## config.mk

```make
export PLATFORM = sky130hd
export DESIGN_NAME = nes_multi_pad_poller
export DESIGN_NICKNAME = d
export VERILOG_FILES = /design/src/rtl/nes_multi_pad_poller.sv
export SDC_FILE = /design/constraint.sdc
export NUM_CORES = 1
export LEC_CHECK = 0
export ABC_AREA = 1
export ABC_CLOCK_PERIOD_IN_PS = 3100
export CORE_UTILIZATION = 40
export CTS_CLUSTER_DIAMETER = 60
export DETAILED_ROUTE_END_ITERATION = 6
export PLACE_DENSITY_LB_ADDON = 0.3
export SETUP_SLACK_MARGIN = 0.02
export SLEW_MARGIN = 20
export SYNTH_ARGS = -nofsm -noshare
export SYNTH_HDL_FRONTEND = slang
export SYNTH_SLANG_ARGS = --single-unit
```

## constraint.sdc

```tcl
create_clock -name clk -period 3.1 [get_ports clk]
set_input_delay 0.31 -clock clk [delete_from_list [all_inputs] [get_ports clk]]
set_output_delay 0.31 -clock clk [all_outputs]
set_load 0.01 [all_outputs]
```

## src/rtl/nes_multi_pad_poller.sv

```systemverilog
// nes_multi_pad_poller: one shared latch/clock pair polls up to four
// NES or SNES pads in parallel and publishes buttons plus edge events.
module nes_multi_pad_poller #(
    parameter int NUM_PADS   = 2,
    parameter int BITS       = 8,
    parameter int CLK_DIV    = 300,
    parameter int POLL_TICKS = 2778,
    parameter int AUTO_POLL  = 1
) (
    input  logic                     clk,
    input  logic                     reset,
    input  logic [NUM_PADS-1:0]      nesData,
    input  logic                     pollReq,
    output logic                     nesLatch,
    output logic                     nesClk,
    output logic [NUM_PADS*BITS-1:0] buttons,
    output logic                     buttonsValid,
    output logic [NUM_PADS*BITS-1:0] pressedEvt,
    output logic [NUM_PADS*BITS-1:0] releasedEvt,
    output logic                     busy
);

    typedef enum logic [2:0] {
        IDLE,
        LATCH,
        READ,
        PULSE,
        DONE
    } stateT;

    localparam int TOTAL = NUM_PADS * BITS;
    localparam int CW    = $clog2(CLK_DIV);
    localparam int IW    = $clog2(BITS);
    localparam int PW    = $clog2(POLL_TICKS + 1);

    localparam logic [CW-1:0] TICK_LAST = CW'(CLK_DIV - 1);
    localparam logic [IW-1:0] IDX_LAST  = IW'(BITS - 1);
    localparam logic [PW-1:0] POLL_LAST = PW'(POLL_TICKS - 1);

    stateT               state;
    stateT               nextState;
    logic [NUM_PADS-1:0] syncA;
    logic [NUM_PADS-1:0] syncB;
    logic [CW-1:0]       tickCnt;
    logic                tick;
    logic [PW-1:0]       pollCnt;
    logic                reqPend;
    logic                autoDue;
    logic                startReq;
    logic                latchHalf;
    logic [IW-1:0]       idx;
    logic [BITS-1:0]     shiftReg [NUM_PADS];
    logic [TOTAL-1:0]    frameBits;

    // Two-flop synchroniser; idle pad lines float high.
    always_ff @(posedge clk or negedge reset) begin
        if (!reset) begin
            syncA <= '1;
            syncB <= '1;
        end else begin
            syncA <= nesData;
            syncB <= syncA;
        end
    end

    // Free-running protocol tick divider.
    always_ff @(posedge clk or negedge reset) begin
        if (!reset) begin
            tickCnt <= '0;
        end else if (tick) begin
            tickCnt <= '0;
        end else begin
            tickCnt <= tickCnt + CW'(1);
        end
    end

    assign tick     = (tickCnt == TICK_LAST);
    assign autoDue  = (AUTO_POLL != 0) && (pollCnt == POLL_LAST);
    assign startReq = pollReq || reqPend || autoDue;

    // State register.
    always_ff @(posedge clk or negedge reset) begin
        if (!reset) begin
            state <= IDLE;
        end else begin
            state <= nextState;
        end
    end

    // Next-state logic; every protocol step advances on a tick.
    always_comb begin
        nextState = state;
        unique case (state)
            IDLE: begin
                if (tick && startReq) nextState = LATCH;
            end
            LATCH: begin
                if (tick && latchHalf) nextState = READ;
            end
            READ: begin
                if (tick) begin
                    nextState = (idx == IDX_LAST) ? DONE : PULSE;
                end
            end
            PULSE: begin
                if (tick) nextState = READ;
            end
            DONE: begin
                nextState = IDLE;
            end
            default: begin
                nextState = IDLE;
            end
        endcase
    end

    // Pin drive and busy flag decoded from the state.
    always_comb begin
        nesLatch = 1'b0;
        nesClk   = 1'b1;
        busy     = 1'b1;
        unique case (state)
            IDLE:    busy     = 1'b0;
            LATCH:   nesLatch = 1'b1;
            PULSE:   nesClk   = 1'b0;
            default: ;
        endcase
    end

    // Poll timer, request capture, latch phase and bit index.
    always_ff @(posedge clk or negedge reset) begin
        if (!reset) begin
            pollCnt   <= '0;
            reqPend   <= 1'b0;
            latchHalf <= 1'b0;
            idx       <= '0;
        end else begin
            unique case (state)
                IDLE: begin
                    if (nextState == LATCH) begin
                        pollCnt   <= '0;
                        reqPend   <= 1'b0;
                        latchHalf <= 1'b0;
                        idx       <= '0;
                    end else begin
                        if (pollReq) reqPend <= 1'b1;
                        if (tick && pollCnt != POLL_LAST) begin
                            pollCnt <= pollCnt + PW'(1);
                        end
                    end
                end
                LATCH: begin
                    if (tick) latchHalf <= 1'b1;
                end
                PULSE: begin
                    if (tick) idx <= idx + IW'(1);
                end
                default: ;
            endcase
        end
    end

    // Each READ tick shifts one inverted sample in from the top, so the
    // first bit read lands in position 0 after BITS samples.
    always_ff @(posedge clk or negedge reset) begin
        if (!reset) begin
            for (int p = 0; p < NUM_PADS; p++) begin
                shiftReg[p] <= '0;
            end
        end else if (state == READ && tick) begin
            for (int p = 0; p < NUM_PADS; p++) begin
                shiftReg[p] <= {~syncB[p], shiftReg[p][BITS-1:1]};
            end
        end
    end

    for (genvar g = 0; g < NUM_PADS; g++) begin : gFlat
        assign frameBits[g*BITS +: BITS] = shiftReg[g];
    end

    // Publish the completed frame and one-cycle edge masks in DONE.
    always_ff @(posedge clk or negedge reset) begin
        if (!reset) begin
            buttons      <= '0;
            buttonsValid <= 1'b0;
            pressedEvt   <= '0;
            releasedEvt  <= '0;
        end else begin
            buttonsValid <= 1'b0;
            pressedEvt   <= '0;
            releasedEvt  <= '0;
            if (state == DONE) begin
                buttons      <= frameBits;
                buttonsValid <= 1'b1;
                pressedEvt   <= frameBits & ~buttons;
                releasedEvt  <= ~frameBits & buttons;
            end
        end
    end

endmodule

```

* Word-level counts from Yosys, hierarchy flattened
Cells that the tools add are included.
** Cells by class
- $add $sub $neg :: 3
- Eq/ne operators :: 12
- Bitwise gates (word level) :: 6
- Muxes and demuxes :: 23
- Reductions and logical operators :: 15
** Operator list (count)
- AND 16 bit :: 2
- two-way mux 16 bit :: 2
- inverter 16 bit :: 2
- two-way mux 12 bit :: 2
- two-way mux 3 bit :: 7
- adder 12 x 1 -> 12 bit (second input constant) :: 1
- == test 12 bit (second input constant) :: 1
- inequality test 12 bit (second input constant) :: 1
- one-hot mux 3 bit (4 select lines) :: 1
- adder 9 x 1 -> 9 bit (second input constant) :: 1
- == test 9 bit (second input constant) :: 1
- two-way mux 9 bit :: 1
- two-way mux 1 bit :: 8
- nonzero test 2 bit :: 4
- == test 3 x 1 -> 1 bit (second input constant) :: 2
- == test 3 x 2 -> 1 bit (second input constant) :: 2
- == test 3 bit (second input constant) :: 2
- inequality test 2 bit (second input constant) :: 3
- one-hot mux 3 bit (2 select lines) :: 1
- AND reduction 3 bit :: 2
- logical AND 1 bit :: 4
- AND reduction 2 bit :: 2
- adder 3 x 1 -> 3 bit (second input constant) :: 1
- zero test 3 bit :: 1
- 3 further kinds :: 5
** Word-level totals
- Output and inout port bits :: 52
- Register bits after elaboration :: 98

* Longest topological paths before layout
Gate-level depths: netlist (run 1).
- Word-level depth :: 8
- Mapped depth :: 11
- Mapped depth without buffers :: 11

* Least setup slack after synthesis (run 1)
No wires, ideal clock.
- Kind :: register -> register
- Start point :: register tickCnt[0]
- End point :: register pollCnt[6]
- Required time :: 2.977 ns
- Setup slack :: 1.677 ns
- Clock period less this slack :: 1.423 ns
- Buffers on the path :: 1
- Arrival time :: 1.299 ns
- Stages on the path, launching flop included :: 10
- Setup time :: 0.123 ns
- Path through :: dfrtp_1 > ha_1 > nand4_1 > nor2_2 > nand2_2 > inv_2 > nand2_1 > buf_6 > o21ai_0 > a21oi_1
** Between the ends
- Cells in the longest elaborated chain, start to end :: 7
** Ends and longest elaborated chain
- start, declared :: RTL line 44 : logic [CW-1:0] tickCnt;
- start signal, assigned :: RTL line 73 : tickCnt <= tickCnt + CW'(1);
- == test 9 bit (*) :: RTL line 77 : assign tick = (tickCnt == TICK_LAST);
- logical AND 1 bit (on tied branches) :: RTL line 98, 95
- two-way mux 3 bit (on tied branches) :: RTL line 98, 95
- one-hot mux 3 bit (4 select lines) :: RTL line 93 : unique case (state)
- == test 3 x 1 -> 1 bit :: RTL line 140 : if (nextState == LATCH) begin
- nonzero test 2 bit (no source line)
- AND reduction 2 bit (no source line)
- end signal, assigned :: RTL line 148 : pollCnt <= pollCnt + PW'(1);
- end, declared :: RTL line 46 : logic [PW-1:0] pollCnt;
Mark *: on every way between the ends. The rest lies on a longest branch, timed or not.
A chain may end at the register's enable or synchronous reset.

* Worst setup path after layout (run 1)
- Start point :: register state[2]
- End point :: output port nesClk
** Between the ends
- Cells in the longest elaborated chain, start to end :: 2
** Ends and longest elaborated chain
- start, declared :: RTL line 40 : stateT state;
- start signal, assigned :: RTL line 86 : state <= nextState;
- == test 3 x 2 -> 1 bit :: RTL line 122 : unique case (state)
- two-way mux 1 bit :: RTL line 122
- end, declared :: RTL line 15 : output logic nesClk,
Every way passes these cells.

==> flow_summary.yaml, run 1 <==
synth:
  synth-adder-area-share_pct: 1.633
  synth.top_cells.by_count: "dfrtp_1 (94), nand2_1 (63), inv_1 (53), nor2_1 (48), o21ai_0 (33)"
  synth_top_family_by_area: "simple AND/OR/NAND/NOR gates"
  syn_inst: 390
  ys_seq_area_share_pct: 64.16
  synth_mux_area_share_pct: 0.5880
  synth.area.top_cells: "dfrtp_1 (61%), nand2_1 (6.2%), inv_1 (5.2%)"
  synth_area_sq_um: 3830
  ys.flop_type: "dfrtp_1"
  yosys_warnings: 0
  ys_seq_elements: 98
  synth_compound_area_share_pct: 7.187
  synth_fp_nets: 400
  synth_cell_types: 30
  yosys.area.top_type_share_pct: 61.42
  synth_xor_xnor_area_share_pct: 0.9147
  synth_most_common_cell: "dfrtp_1"
  synth_largest_area_cell: "dfrtp_1"
  synth-simple-area-share_pct: 18.26
  synth_edf_count: 0
  async_flop_share_pct: 100.0
  avgSynthCellArea_sq_um: 9.820
clocking:
  hold_buffers: 0
  htreeDepth: 3
  cts.clk_slew.worst_paths_ps: 90
  clk_path_buf_depth: 2
  post_cts_buffers: 0
  cts_tree: "built"
  cts_sinks: 98
  clock_latency_ps: 360
  cts-root-buf: "clkbuf_8"
  post_cts_resized: 0
  cts_made_buffers: 9
routing:
  drt-total-wl_um: 6856
  vias: 2700
  dr.pass1.iters: 4
  drc_errors: 0
  ant_nets: 0
  dr.first_iter.drc_count: 103
  wire_per_inst_um: 11.70
  viasPerCell: 4.608
grt:
  grt_pass1_vias: 2626
  grt_max_degree: 57
  grtUsageTotal_pct: 15.07
  grt_pass1_wl_um: 11810
  grt_antenna_before_repair: 0
  globalRouteOverflowTotal: 0
setup_path:
  r2r-end: "reqPend"
  rr_worst_depth: 9
  critical_path.endpoint: "nesClk"
  path_common_cell: "inv_1"
  r2r_start: "tickCnt[0]"
  crit_required_ps: 2790
  cp-start-kind: "flip-flop"
  cp_max_fo: 5
  crit_arrival_ps: 1860
  endpoint_kind: "primary output"
  rrSetupSlack_ps: 1050
  cp_slowest_cell: "clkdlybuf4s50_1"
  cpPeakStageDelay_ps: 500
  cp-startpoint: "state[2]"
  crit_type: "flip-flop to primary output"
  worstPathCellList: "inv_1, nand2_1, nor2_1, inv_1, clkdlybuf4s50_1"
sta:
  finalCriticalPeriod_ps: 2175
  setup_tns_ps: 0
  hold_slack_ps: -7.667
  fin_worst_skew_ps: 11.76
  fmax_ghz: 0.4599
  rsz0062_at_grt: "no"
  final_max_slew_viol_count: 0
  finalCritPeriodShare_pct: 70.15
  setup_viol: 0
  finalHoldViolCount: 10
  tightest_slew_ps: 695.4
  slew_headroom_pct: 53.64
layout:
  drive_above_1_share_pct: 8.534
  antennaDiodeCount: 0
  stdcell_count: 586
  fin_nets: 462
  syn2layout_area_growth_pct: 24.01
run:
  maxCapViolations: 0
status:
  violations: "negative hold slack"
  status: "finished with violations"
floorplan:
  rows: 35
  core_sq_um: 9240
  io_pins: 57
  die-area_sq_um: 9970
  die_w_um: 99.85
  die_h_um: 99.85
  initial_core_util_pct: 41.45
placed_design:
  placedCellCount: 570
  hpwl_um: 4780
  routabilityCongestion: 0.7605
  place.port_buffers: 56
power_and_ir_drop:
  power.total_mw: 2.232
  p_per_area_nw_per_um2: 469.9
  ir_drop_mv: 0.2155
  power_leakage_nw: 2.243
min_path:
  min_path_type: "input port to async pin"
[flip-flops by register name (all words and copies together) (netlist names)]
signal        cells
buttons          16
reqPend           1
syncB             2
frameBits        16
idx               3
pollCnt          12
releasedEvt      16
latchHalf         1
tickCnt           9
state             3
pressedEvt       16
syncA             2
buttonsValid      1
[per-stage QoR]
stage / setup WS (ps) / hold slack (ps) / utilization, % / area (sq um)
after detailed placement: 1047 / 362.7 / 48.95 / 4523
final: 925.4 / -7.667 / 51.40 / 4750
after floorplan: 1677 / 14.41 / - / 3830
after CTS: 917.4 / 16.25 / 51.40 / 4750
after global routing: 741.4 / 38.40 / 51.40 / 4750
after global placement: 1132 / 362.8 / 48.95 / 4523
[worst max-delay path: cells and delay by family (launching register included)]
family,cells,cell delay [ps]
buffers and inverters,3,710
flip-flops,1,430
AND/OR/NAND/NOR,2,370
[layer usage]
layer  wire, um  up-vias  part of all wire (%)  global-route usage, %
li1           -     1352                     -                      -
met1       3369     1283                    49                  19.97
met2       3129       56                    46                  24.24
met3        242        9                   3.5                  2.786
met4        115        0                   1.7                  6.787
met5          0        -                     0                      0
[power by group]
| part | internal (mW) | leakage [nW] | switching (mW) | total, mW |
|---|---|---|---|---|
| Sequential | 1.28 | 1.29 | 0.00107 | 1.28 |
| Clock | 0.482 | 0.110 | 0.437 | 0.919 |
| Combinational | 0.00572 | 0.839 | 0.0244 | 0.0301 |
[placed cells by master, fill, tap and decap left out]
master and count:
o21ai_0 33, nor2_2 4, dfstp_2 4, a21oi_1 14, o21a_1 1, inv_1 53, ha_1 5, nor3b_1 1
o2111ai_1 1, nand4_1 5, nand3_1 15, a31oi_1 1, buf_4 6, nand2_1 63, dfrtp_1 94, clkbuf_8 10
clkinvlp_4 1, clkinv_4 1, o21ai_1 2, bufinv_16 2, nor2_1 48, xnor2_1 1, nor2_4 1, and3_1 1
inv_6 1, clkbuf_1 1, inv_2 4, o211ai_1 1, mux2_2 2, nand2_2 1, clkdlybuf4s50_1 55, nor3_2 2
nor3_1 20, xor2_1 3
[area by class of cell]
type                       count  area [sq um]
clock inverter                 5         85.08
timing repair buffer          61         595.6
tap                          129         161.4
clock buffer                  11         141.4
multi-input combinational    225          1095
sequential                    98          2457
fill                         842          4491
inverter                      57         214.0
[kinds of logic after synthesis]
logic type                 Yosys count
and+or+nand+nor                    161
DFF                                 98
buffers and inverters               67
AOI/OAI and AO/OA                   53
adders and majority gates            5
xor gates and xnor gates             4
muxes                                2
[how the worst min path moves through the flow]
stage	from	to	slack [ps]	depth (start not counted)
2_1_floorplan	reset	buttonsValid	10	0
3_3_place_gp	syncA[1]	syncB[1]	360	0
3_5_place_dp	syncA[0]	syncB[0]	360	0
4_1_cts	reset	pollCnt[8]	20	1
5_1_grt	reset	frameBits[1]	40	1
6_report	reset	releasedEvt[3]	-8	1
(Power assumes the default switching activity.)
==> inputs of run 2 (changes only) <==
ABC_CLOCK_PERIOD_IN_PS = 1760   (was 3100)
clock period = 1.76 ns   (was 3.1 ns; I/O delays follow)
==> flow_summary.yaml, run 2 (synthesis gave the netlist of run 1 again) <==
setup_path:
  crit_required_ps: 1580
  crit_arrival_ps: 1480
  endpoint_kind: "primary output"
  cp_max_fo: 4
  crit_type: "flip-flop to primary output"
  cp-start-kind: "flip-flop"
sta:
  final_max_slew_viol_count: 0
  fin_worst_skew_ps: 12.58
  tightest_slew_ps: 578.2
  fmax_ghz: 0.6057
  rsz0062_at_grt: "yes"
  hold_slack_ps: 264.5
  slew_headroom_pct: 61.41
  finalCriticalPeriod_ps: 1651
  setup_viol: 0
  finalHoldViolCount: 0
  finalCritPeriodShare_pct: 93.81
  finalWorstSetupSlack_ps: 109.0
routing:
  drc_errors: 0
  dr.pass1.iters: 4
  ant_nets: 0
  wire_per_inst_um: 12.13
  vias: 2798
  viasPerCell: 4.679
  drt-total-wl_um: 7253
  dr.first_iter.drc_count: 98
clocking:
  clock_latency_ps: 370
  cts_sinks: 98
  htreeDepth: 3
  clk_path_buf_depth: 2
  cts-root-buf: "clkbuf_8"
  cts.clk_slew.worst_paths_ps: 100
  cts_tree: "built"
  cts_made_buffers: 9
floorplan:
  initial_core_util_pct: 41.45
  die_h_um: 99.85
  die-area_sq_um: 9970
  io_pins: 57
  rows: 35
  die_w_um: 99.85
  core_sq_um: 9240
placed_design:
  pre_cts_ws_ps: 145.0
  hpwl_um: 5224
  routabilityCongestion: 0.8053
  place.port_buffers: 56
power_and_ir_drop:
  power_leakage_nw: 2.295
  ir_drop_mv: 0.3582
  p_per_area_nw_per_um2: 790.4
status:
  status: "completed"
layout:
  antennaDiodeCount: 0
  final_cell_mix: "dfrtp_1 (94), nand2_1 (62), inv_1 (53)"
  fin_nets: 474
  final_common_cell: "dfrtp_1"
  drive_above_1_share_pct: 11.09
  final_core_utilization_pct: 52.55
  syn2layout_area_growth_pct: 26.79
grt:
  grt_max_degree: 34
  globalRouteOverflowTotal: 0
  grt_pass1_vias: 2719
  grt_antenna_before_repair: 0
  grtUsageTotal_pct: 16.20
  grt_pass1_wl_um: 12560
min_path:
  min_path_type: "input port to flip-flop"
run:
  maxCapViolations: 0
run 2: cell types whose count changed in the layout (fill, tap and decap cells not counted), sizes merged:
cell / change
clkbuf: -2
dlygate4sd3: +1
inv: +2
buf: +11
clkinv: +1
bufinv: -1
clkdlybuf4s50: -3
dlygate4sd2: +2
dlymetal6s2s: +1
run 2: layer usage:
metal / global-route usage, % / share of wire [%] / up-vias
met4: 4.751 / 1.3 / 0
met1: 21.33 / 47 / 1352
met5: 0 / 0 / -
met3: 4.178 / 3.9 / 6
li1: - / - / 1384
met2: 26.53 / 48 / 56
run 2: final cells by class:
| class | instances | area (sq um) |
|---|---|---|
| well taps | 129 | 161.4 |
| repair buffers | 73 | 713.2 |
| multi-input cells | 225 | 1102 |
| inverters | 57 | 214.0 |
| flip-flops and latches | 98 | 2457 |
| clock buffers | 9 | 123.9 |
| fillers | 850 | 4384 |
| clock inverters | 7 | 83.83 |
run 2: power by group:
group	internal [mW]	leakage (nW)	total, mW	switching [mW]
clock	0.682	0.102	1.51	0.832
sequential	2.26	1.29	2.26	0.00118
combinational	0.0192	0.899	0.0648	0.0457
run 2: metrics by stage:
stage | instances | TNS, ps | area, sq um | total power [mW]
global placement | 579 | 0 | 4616 | 2.370
finish | 598 | 0 | 4856 | 3.838
CTS | 597 | -91.27 | 4843 | 3.878
floorplan | 390 | 0 | 3830 | 2.304
global route | 598 | 0 | 4856 | 4.001
detailed placement | 579 | 0 | 4616 | 2.371
run 2: critical path, stage by stage, from the launching register on:
cell and delay (ps):
dfrtp_1 400, inv_1 90, nand2_1 120, nor2_1 140
inv_1 80, dlygate4sd2_1 290
run 2: worst paths after layout:
path	start	depth (start not counted)	end	slack (ps)
setup / recovery	state[2]	5	nesClk	110
hold / removal	nesData[1]	1	syncA[1]	260
setup reg to reg	tickCnt[0]	9	pollCnt[4]	190
hold reg to reg	syncA[0]	0	syncB[0]	360
max in group asynchronous	reset	3	pressedEvt[1]	930
min in group asynchronous	reset	2	pressedEvt[3]	280
run 2: what timing repair did:
item / in CTS / in global routing
hold endpoints to repair: 25 / 0
cloned: 0 / 0
gates resized for setup: 3 / 2
setup buffers: 1 / 1
pin swaps: 0 / 1
hold buffers: 1 / 0
endpoints found under the setup margin: 3 / 7
==> inputs of run 3 (changes only) <==
ABC_CLOCK_PERIOD_IN_PS = 1800   (was 1760)
RECOVER_POWER = 100   (was not set)
clock period = 1.8 ns   (was 1.76 ns; I/O delays follow)
==> flow_summary.yaml, run 3 (synthesis gave the netlist of run 1 again) <==
status:
  status: "completed"
setup_path:
  crit_arrival_ps: 1470
  cpPeakStageDelay_ps: 400
  endpoint_kind: "primary output"
  crit_type: "flip-flop to primary output"
  cp_slowest_cell: "dfrtp_1"
  r2r_start: "tickCnt[0]"
  cp_max_fo: 3
  cp-start-kind: "flip-flop"
  critPathTopFamily: "buffers and inverters"
  crit_required_ps: 1620
  path_common_cell: "inv_1"
  worstPathCellList: "inv_1, nand2_1, nor2_2, inv_1, dlygate4sd2_1"
  cp-startpoint: "state[1]"
  cp_num_buf_inv: 3
min_path:
  min_path_type: "input port to async pin"
layout:
  syn2layout_area_growth_pct: 24.99
  fin_nets: 470
  final_cell_mix: "dfrtp_1 (94), nand2_1 (61), inv_1 (54)"
  antennaDiodeCount: 0
  drive_above_1_share_pct: 9.247
  final_common_cell: "dfrtp_1"
  final_core_utilization_pct: 51.81
sta:
  finalWorstSetupSlack_ps: 151.7
  setup_tns_ps: 0
  tightest_slew_ps: 619.0
  finalCritPeriodShare_pct: 91.57
  final_max_slew_viol_count: 0
  setup_viol: 0
  finalCriticalPeriod_ps: 1648
  fin_worst_skew_ps: 12.99
  rsz0062_at_grt: "no"
  slew_headroom_pct: 58.73
  finalHoldViolCount: 0
  hold_slack_ps: 353.1
  fmax_ghz: 0.6067
routing:
  wire_per_inst_um: 11.84
  dr.pass1.iters: 6
  viasPerCell: 4.621
  vias: 2745
  dr.first_iter.drc_count: 118
  drt-total-wl_um: 7033
  ant_nets: 0
  drc_errors: 0
clocking:
  cts-root-buf: "clkbuf_8"
  clk_path_buf_depth: 2
  htreeDepth: 3
  cts_tree: "built"
  cts.clk_slew.worst_paths_ps: 90
  cts_made_buffers: 9
  cts_sinks: 98
  clock_latency_ps: 360
floorplan:
  die_w_um: 99.85
  initial_core_util_pct: 41.45
  die_h_um: 99.85
  io_pins: 57
  die-area_sq_um: 9970
  core_sq_um: 9240
  rows: 35
power_and_ir_drop:
  ir_drop_mv: 0.4035
  power.total_mw: 3.831
  p_per_area_nw_per_um2: 800.4
  power_leakage_nw: 2.443
grt:
  grtUsageTotal_pct: 16.12
  grt_antenna_before_repair: 0
  grt_pass1_wl_um: 12430
  grt_pass1_vias: 2672
  globalRouteOverflowTotal: 0
  grt_max_degree: 49
placed_design:
  hpwl_um: 4988
  pre_cts_ws_ps: 121.7
  routabilityCongestion: 0.7704
  place.port_buffers: 56
run:
  maxCapViolations: 0
run 3: metal layers:
layer	vias up	share of wire (%)	GRT usage, %
met1	1306	47	21.51
met2	57	47	25.20
met5	-	0	0
met4	0	1.5	5.430
li1	1375	-	-
met3	7	4.6	4.875
run 3: path summary, 6_finish.rpt:
kind / end / slack [ps] / cells past startpoint
max in group asynchronous: buttons[7] / 340 / 3
min in group clk: syncA[1] / 370 / 1
max: busy / 150 / 5
max reg2reg: pollCnt[11] / 210 / 9
min reg2reg: syncB[1] / 370 / 0
min: releasedEvt[4] / 350 / 2
run 3: power by group:
part           switching [mW]  internal, mW  leakage [nW]
clock network           0.769         0.801         0.112
registers             0.00197          2.21          1.29
logic                  0.0427       0.00933          1.04
run 3: area by class of cell:
class / instances / area, sq um
fill: 815 / 4453
clock buffer: 10 / 127.6
sequential: 98 / 2457
clock inverter: 6 / 95.09
inverter: 57 / 214.0
tap: 129 / 161.4
timing repair buffer: 69 / 634.4
multi-input combinational: 225 / 1097
run 3: what timing repair did:
item,CTS,global route
pin swaps,0,2
endpoints found under the setup margin,3,16
endpoints found under the hold margin,19,0
buffers inserted,0,0
hold buffers,1,0
resized for setup,4,3
run 3: metrics by stage:
step | cells | instance area (sq um)
after floorplan | 390 | 3830
after global placement | 577 | 4588
after detailed placement | 577 | 4588
after CTS | 594 | 4822
after global routing | 594 | 4787
final | 594 | 4787
